$ cat src/rtl/rf_mp_if.sv
// rf_mp_if - bus bundle for the multi-port register file with scoreboard.
//
// Signals (named from the register file's point of view):
//   we0/we1, wa0/wa1, wd0/wd1 : two write ports (enable, address, data)
//   ra                        : packed read addresses, port i at slice i
//   rd                        : packed registered read data, port i at slice i
//   sb_set, sb_addr           : scoreboard set request (mark register busy)
//   busy                      : registered busy flag per read port
//
// Modports:
//   master : the requester (drives writes, reads, scoreboard sets)
//   slave  : the register file itself
interface rf_mp_if #(
  parameter int REGISTER_ADDRESS_WIDTH = 5,
  parameter int DATA_WIDTH             = 32,
  parameter int READ_PORTS             = 2
);
  logic                                         we0;
  logic                                         we1;
  logic [REGISTER_ADDRESS_WIDTH-1:0]            wa0;
  logic [REGISTER_ADDRESS_WIDTH-1:0]            wa1;
  logic [DATA_WIDTH-1:0]                        wd0;
  logic [DATA_WIDTH-1:0]                        wd1;
  logic [READ_PORTS*REGISTER_ADDRESS_WIDTH-1:0] ra;
  logic [READ_PORTS*DATA_WIDTH-1:0]             rd;
  logic                                         sb_set;
  logic [REGISTER_ADDRESS_WIDTH-1:0]            sb_addr;
  logic [READ_PORTS-1:0]                        busy;

  modport master (
    output we0, we1, wa0, wa1, wd0, wd1, ra, sb_set, sb_addr,
    input  rd, busy
  );

  modport slave (
    input  we0, we1, wa0, wa1, wd0, wd1, ra, sb_set, sb_addr,
    output rd, busy
  );
endinterface

$ cat src/rtl/rf_mp.sv
// rf_mp - multi-port register file with per-register busy scoreboard.
//
// Two write ports (port 1 wins on an address collision), READ_PORTS
// independent read ports with one cycle of latency, and a busy bit per
// register that is set by sb_set and cleared by any write to that register.
// Register 0 and addresses >= REGISTER_ADDRESS_DEPTH read zero, ignore
// writes and are never busy.
//
// Ports:
//   clk       : single clock, all state changes on posedge
//   a_reset_n : asynchronous active-low reset, clears storage, busy bits,
//               rd and busy
//   bus       : rf_mp_if.slave (write ports, read ports, scoreboard)
//
// Optional feature (macro RF_BYPASS_EN):
//   defined   : a write in the same cycle as a read of the same register is
//               forwarded to rd (wd1 over wd0) and clears that port's busy
//               unless a same-cycle sb_set hits the same register
//   undefined : rd returns the pre-write value and busy the pre-clear value
//
// READ_PORTS is intended for 1..4; REGISTER_ADDRESS_DEPTH for
// 2..2**REGISTER_ADDRESS_WIDTH.
module rf_mp #(
  parameter int REGISTER_ADDRESS_WIDTH = 5,
  parameter int REGISTER_ADDRESS_DEPTH = 32,
  parameter int DATA_WIDTH             = 32,
  parameter int READ_PORTS             = 2
) (
  input  logic    clk,
  input  logic    a_reset_n,
  rf_mp_if.slave  bus
);
  localparam int AW    = REGISTER_ADDRESS_WIDTH;
  localparam int DEPTH = REGISTER_ADDRESS_DEPTH;
  localparam int DW    = DATA_WIDTH;
  localparam int RP    = READ_PORTS;

  // Register 0 has no storage; it is hardwired to zero.
  logic [DW-1:0]    mem [1:DEPTH-1];
  logic [DEPTH-1:1] sb;

  logic [RP*DW-1:0] rd_q;
  logic [RP*DW-1:0] rd_d;
  logic [RP-1:0]    busy_q;
  logic [RP-1:0]    busy_d;

  assign bus.rd   = rd_q;
  assign bus.busy = busy_q;

  // Read mux: comparing against every valid index leaves register 0 and
  // out-of-range addresses at the zero default without a separate check.
  always_comb begin
    rd_d   = '0;
    busy_d = '0;
    for (int i = 0; i < RP; i++) begin
      for (int r = 1; r < DEPTH; r++) begin
        if (bus.ra[i*AW +: AW] == AW'(r)) begin
          rd_d[i*DW +: DW] = mem[r];
          busy_d[i]        = sb[r];
`ifdef RF_BYPASS_EN
          if ((bus.we0 && bus.wa0 == AW'(r)) || (bus.we1 && bus.wa1 == AW'(r))) begin
            rd_d[i*DW +: DW] = (bus.we1 && bus.wa1 == AW'(r)) ? bus.wd1 : bus.wd0;
            // A new producer marked in the same cycle keeps the register busy.
            if (!(bus.sb_set && bus.sb_addr == AW'(r))) begin
              busy_d[i] = 1'b0;
            end
          end
`endif
        end
      end
    end
  end

  always_ff @(posedge clk or negedge a_reset_n) begin
    if (!a_reset_n) begin
      for (int r = 1; r < DEPTH; r++) begin
        mem[r] <= '0;
      end
      sb     <= '0;
      rd_q   <= '0;
      busy_q <= '0;
    end else begin
      rd_q   <= rd_d;
      busy_q <= busy_d;
      for (int r = 1; r < DEPTH; r++) begin
        if (bus.we1 && bus.wa1 == AW'(r)) begin
          mem[r] <= bus.wd1;
        end else if (bus.we0 && bus.wa0 == AW'(r)) begin
          mem[r] <= bus.wd0;
        end
        // Set beats clear: the new producer's result is still outstanding.
        if (bus.sb_set && bus.sb_addr == AW'(r)) begin
          sb[r] <= 1'b1;
        end else if ((bus.we0 && bus.wa0 == AW'(r)) || (bus.we1 && bus.wa1 == AW'(r))) begin
          sb[r] <= 1'b0;
        end
      end
    end
  end
endmodule

$ cat src/flat_wrapper.sv
// flat-port wrapper written by rule: the top's interface ports become plain ports
module rf_mp_flat 
#(
  parameter int REGISTER_ADDRESS_WIDTH = 5,
  parameter int REGISTER_ADDRESS_DEPTH = 32,
  parameter int DATA_WIDTH             = 32,
  parameter int READ_PORTS             = 2
)
  (clk, a_reset_n, bus_we0, bus_we1, bus_wa0, bus_wa1, bus_wd0, bus_wd1, bus_ra, bus_sb_set, bus_sb_addr, bus_rd, bus_busy);
  rf_mp_if #(.REGISTER_ADDRESS_WIDTH(REGISTER_ADDRESS_WIDTH), .DATA_WIDTH(DATA_WIDTH), .READ_PORTS(READ_PORTS)) bus_i ();
  input  logic clk;
  input  logic a_reset_n;
  input wire logic [$bits(bus_i.we0)-1:0] bus_we0;
  input wire logic [$bits(bus_i.we1)-1:0] bus_we1;
  input wire logic [$bits(bus_i.wa0)-1:0] bus_wa0;
  input wire logic [$bits(bus_i.wa1)-1:0] bus_wa1;
  input wire logic [$bits(bus_i.wd0)-1:0] bus_wd0;
  input wire logic [$bits(bus_i.wd1)-1:0] bus_wd1;
  input wire logic [$bits(bus_i.ra)-1:0] bus_ra;
  input wire logic [$bits(bus_i.sb_set)-1:0] bus_sb_set;
  input wire logic [$bits(bus_i.sb_addr)-1:0] bus_sb_addr;
  output wire logic [$bits(bus_i.rd)-1:0] bus_rd;
  output wire logic [$bits(bus_i.busy)-1:0] bus_busy;
  assign bus_i.we0 = bus_we0;
  assign bus_i.we1 = bus_we1;
  assign bus_i.wa0 = bus_wa0;
  assign bus_i.wa1 = bus_wa1;
  assign bus_i.wd0 = bus_wd0;
  assign bus_i.wd1 = bus_wd1;
  assign bus_i.ra = bus_ra;
  assign bus_i.sb_set = bus_sb_set;
  assign bus_i.sb_addr = bus_sb_addr;
  assign bus_rd = bus_i.rd;
  assign bus_busy = bus_i.busy;
  rf_mp #(.REGISTER_ADDRESS_WIDTH(REGISTER_ADDRESS_WIDTH), .REGISTER_ADDRESS_DEPTH(REGISTER_ADDRESS_DEPTH), .DATA_WIDTH(DATA_WIDTH), .READ_PORTS(READ_PORTS)) u_core (.clk(clk), .a_reset_n(a_reset_n), .bus(bus_i));
endmodule
$ cat config.mk
export PLATFORM = sky130hd
export DESIGN_NAME = rf_mp_flat
export DESIGN_NICKNAME = d
export VERILOG_FILES = /design/src/rtl/rf_mp_if.sv /design/src/rtl/rf_mp.sv /design/src/flat_wrapper.sv
export SDC_FILE = /design/constraint.sdc
export NUM_CORES = 2
export LEC_CHECK = 0
export ABC_AREA = 1
export CAP_MARGIN = 20
export CORE_MARGIN = 2
export CORE_UTILIZATION = 35
export CTS_CLUSTER_DIAMETER = 50
export DETAILED_ROUTE_END_ITERATION = 10
export HOLD_SLACK_MARGIN = 0.05
export PLACE_DENSITY = 0.52
export SYNTH_ARGS = -nofsm -noshare
export SYNTH_HDL_FRONTEND = slang
export SYNTH_SLANG_ARGS = --single-unit
$ cat constraint.sdc
create_clock -name clk -period 2.5 [get_ports clk]
set_input_delay 0.5 -clock clk [delete_from_list [all_inputs] [get_ports clk]]
set_output_delay 0.5 -clock clk [all_outputs]
set_load 0.1 [all_outputs]
==> summary.md <==
| Metric | Value |
|---|---|
| Worst hold endpoint | `u_core.mem[190]` |
| Die ar. | `184,600 um2` |
| Die Height | `429.7 um` |
| Largest net degree at the start of global routing | `88` |
| Vias | `78,900` |
| CP max FO | `3` |
| Final setup fails | `66` |
| Post-layout min period | `3921 ps` |
| Core area | `180,400 um2` |
| CTS root buffer | `clkbuf_16` |
| Fmax | `255.1 MHz` |
| Setup_tns | `-60,550 ps` |
| Failing checks | `setup timing` |
| Cell variety after synth | `32` |
| Critical Path AT | `4560 ps` |
| RSZ-0062 raised after global routing | `yes` |
| RR Endpoint | `u_core.bus.rd[18]` |
| Hold Fails Final Rpt | `0` |
| Post-DP HPWL | `314,700 um` |
| Setup CP Type | `reg2reg` |
| Max-slew headroom | `27.15%` |
| Gr usage total | `45.23%` |
| CTS Buf Count | `172` |
| Area growth syn-to-layout | `38.91%` |
| Syn Nets | `9,250` |
| Final Cell Area | `88,100 um2` |
| Row count | `156` |
| Clock Skew | `35.16 ps` |
| Vias in the first global route | `71,170` |
| CTS tree | `done` |
| HP Class | `in2reg` |
| Starting Density | `35.16%` |
| Seq/Total Area, Yosys | `42.97%` |
| Setup crit end kind | `register` |
| Leak Pwr | `42.11 nW` |
| Power Total | `69.14 mW` |
| Top cells by area, synth | `dfrtp_1 (43%), nand2_1 (17%), o21ai_0 (12%), nor2_1 (6.3%), nand4_1 (5.6%)` |
| Synthesized instance count | `9,156` |
| Total iterations of the first detailed-routing run | `9` |
| Final #Nets | `10,380` |
| I/O pin total | `160` |
| Leading area contributor after synthesis | `dfrtp_1` |
| DR iter-0 viols | `13,480` |
| Fraction of layout cells with a size suffix above 1 | `23.77%` |
| WHS | `145.9 ps` |
| Setup WS post-layout | `-1421 ps` |
| Clock latency on the worst-skew pair | `850 ps` |
| Worst R2R Start | `u_core.mem[946]` |
| Final Slew Violations | `0` |
| CP startpoint kind | `register` |
| CP required | `3140 ps` |
| Mapped cell area | `63,420 um2` |
| Hold path startpoint | `bus_wd0[30]` |
| Post-synth top area share | `42.97%` |
| Peak supply drop | `651.9 uV` |
| Final wirelength | `429,700 um` |
| CTS Sinks | `1,089` |
| Power per Cell Area | `784.8 nW/um2` |
| Detail Route Antenna Nets | `0` |
| First-pass GRT wire length | `582,800 um` |
| Max-cap violation count | `0` |
| Placement Cell Area | `79,120 um2` |
| Status | `complete, but fails checks` |
| H-tree levels | `4` |
| DR WL/cell | `33.45 um` |
| Reg clk slew, reported paths | `60 ps` |
| Filler Cell Count | `18,100` |
| Setup slack, reg-to-reg | `-1420 ps` |
| GRT overflow | `0` |
| Tcrit/Tclk final | `156.8%` |
| Avg Synthesized Cell Area | `6.926 um2` |
| Die X-Extent | `429.7 um` |
| DR vias/cell | `6.142` |
| DP Worst Slack | `-2604 ps` |
| DR DRC count | `0` |
| Routability cong. | `1.055` |
| Flops & latches, synth | `1,089` |
| Clock tree buffer depth | `3` |
| Worst-Margin Slew | `1087 ps` |
| IO buf count | `159` |
| Synth Warn # | `0` |
| Cells on worst reg2reg path | `18` |
| Worst hold path depth | `3` |
| Initial antenna violation count | `49` |
-- metal layers --
metal / GRT usage, % / vias up / wire length (um)
met5: 0 / - / 184
met4: 25.92 / 26 / 28700
met3: 17.46 / 1012 / 63390
met2: 59.51 / 6227 / 165100
met1: 62.25 / 38700 / 172400
li1: - / 32940 / -
-- state kept, by name, indices dropped and copies added (netlist names) --
signal / flops
u_core.mem: 992
u_core.bus.busy: 2
u_core.bus.rd: 64
u_core.sb: 31
-- logic make-up (layout without fill, tap and decap cells) --
family / count (synthesis) / in the layout / share of synthesized area [%]
buffers and inverters: 1403 / 2679 / 8.499
AO/OA/AOI/OAI: 2042 / 2042 / 18.43
AND/OR/NAND/NOR: 4622 / 4622 / 30.10
flip-flops: 1089 / 1089 / 42.97
other: 0 / 45 / 0
-- worst max path at each step --
stage,startpoint,to,slack (ps),cells after the start
2_1_floorplan,bus_ra[5],u_core.bus.rd[41],120,18
3_3_place_gp,bus_ra[4],u_core.bus.rd[18],-2620,24
3_5_place_dp,bus_ra[1],u_core.bus.rd[18],-2600,24
4_1_cts,u_core.mem[991],u_core.bus.rd[31],-1340,19
5_1_grt,u_core.mem[959],u_core.bus.rd[31],-1570,19
6_report,u_core.mem[946],u_core.bus.rd[18],-1420,18
-- cell type report --
class | count | area (um2) | area share (%)
diodes | 45 | 112.6 | 0.1278
clock buffers | 215 | 4710 | 5.346
clock inverters | 103 | 1121 | 1.273
inverters | 649 | 2464 | 2.796
multi-input cells | 6664 | 32870 | 37.31
flip-flops and latches | 1089 | 27260 | 30.95
well taps | 2370 | 2965 | 3.366
repair buffers | 1712 | 16590 | 18.83
-- placed cells by master, fill, tap and decap left out, types with 11 or more instances in the layout --
cell	netlist	final
nand2_1	2818	2724
clkinv_1	21	21
a22o_1	20	20
nand2_2	2	64
clkinvlp_4	0	28
dfrtp_2	0	11
nand3_2	0	47
nand4_1	569	569
o21ai_1	3	13
diode_2	0	45
nor2_2	12	187
clkbuf_8	0	18
or2_2	21	21
inv_2	19	38
o221ai_1	304	304
buf_4	8	1257
nand2_4	2	32
clkbuf_1	677	22
nand3_4	0	26
inv_1	608	583
o21ai_0	1467	1452
bufinv_16	0	14
clkinv_2	0	30
nor2_1	1064	816
inv_6	0	16
clkdlybuf4s50_1	0	66
buf_2	49	17
buf_6	4	116
nor3_2	3	14
dfrtp_1	1089	1078
clkbuf_16	0	175
o22ai_1	168	168
clkinv_4	0	12
buf_12	0	246
a21oi_1	68	64
nand3_1	107	34
nor2_4	4	77
-- cell usage after synthesis, drive strengths merged --
master and count:
buf 77, o21ai 1470, dfrtp 1089, nor2 1080, nand3 107, o221ai 304
o22ai 168, o311ai 2, clkbuf 677, o2111ai 9, o31ai 1, nand4 569
nand2 2822, nor3 20, clkinv 21, inv 628, a22o 20, or2 24
a21oi 68
-- critical path, stage by stage, from the launching register on --
cell and delay [ps]:
dfrtp_1 430, nand4_1 120, nand3_2 100, nor2_1 110, buf_4 160, nand4_1 300
nor2_2 230, nand4_1 240, nor2_2 220, buf_6 160, nand4_1 140, nor2_1 170
nand4_1 210, nor2_2 180, nand4_1 230, nor2_2 180, nand4_1 190, nor2_1 160
nand4_1 210
-- power breakdown --
part | switching, mW | internal (mW) | leakage [nW]
Combinational | 11.8 | 6.33 | 26.0
Sequential | 3.75 | 22.2 | 13.3
Clock | 10.1 | 14.9 | 2.80
-- what timing repair did --
action,CTS,global route
gates resized for setup,601,191
setup endpoints to repair,66,66
buffers inserted,58,16
hold buffers,1,0
pin swaps,476,560
endpoints found under the hold margin,251,0
gates cloned,2,0
-- through the flow --
| stage | cells | utilization (%) |
|---|---|---|
| final | 12850 | 48.85 |
| after global routing | 12810 | 48.79 |
| after CTS | 12800 | 48.40 |
| after detailed placement | 12430 | 43.87 |
| after global placement | 12430 | 43.87 |
| after floorplan | 9156 | - |
No activity file was read; power rests on OpenSTA's default activity.
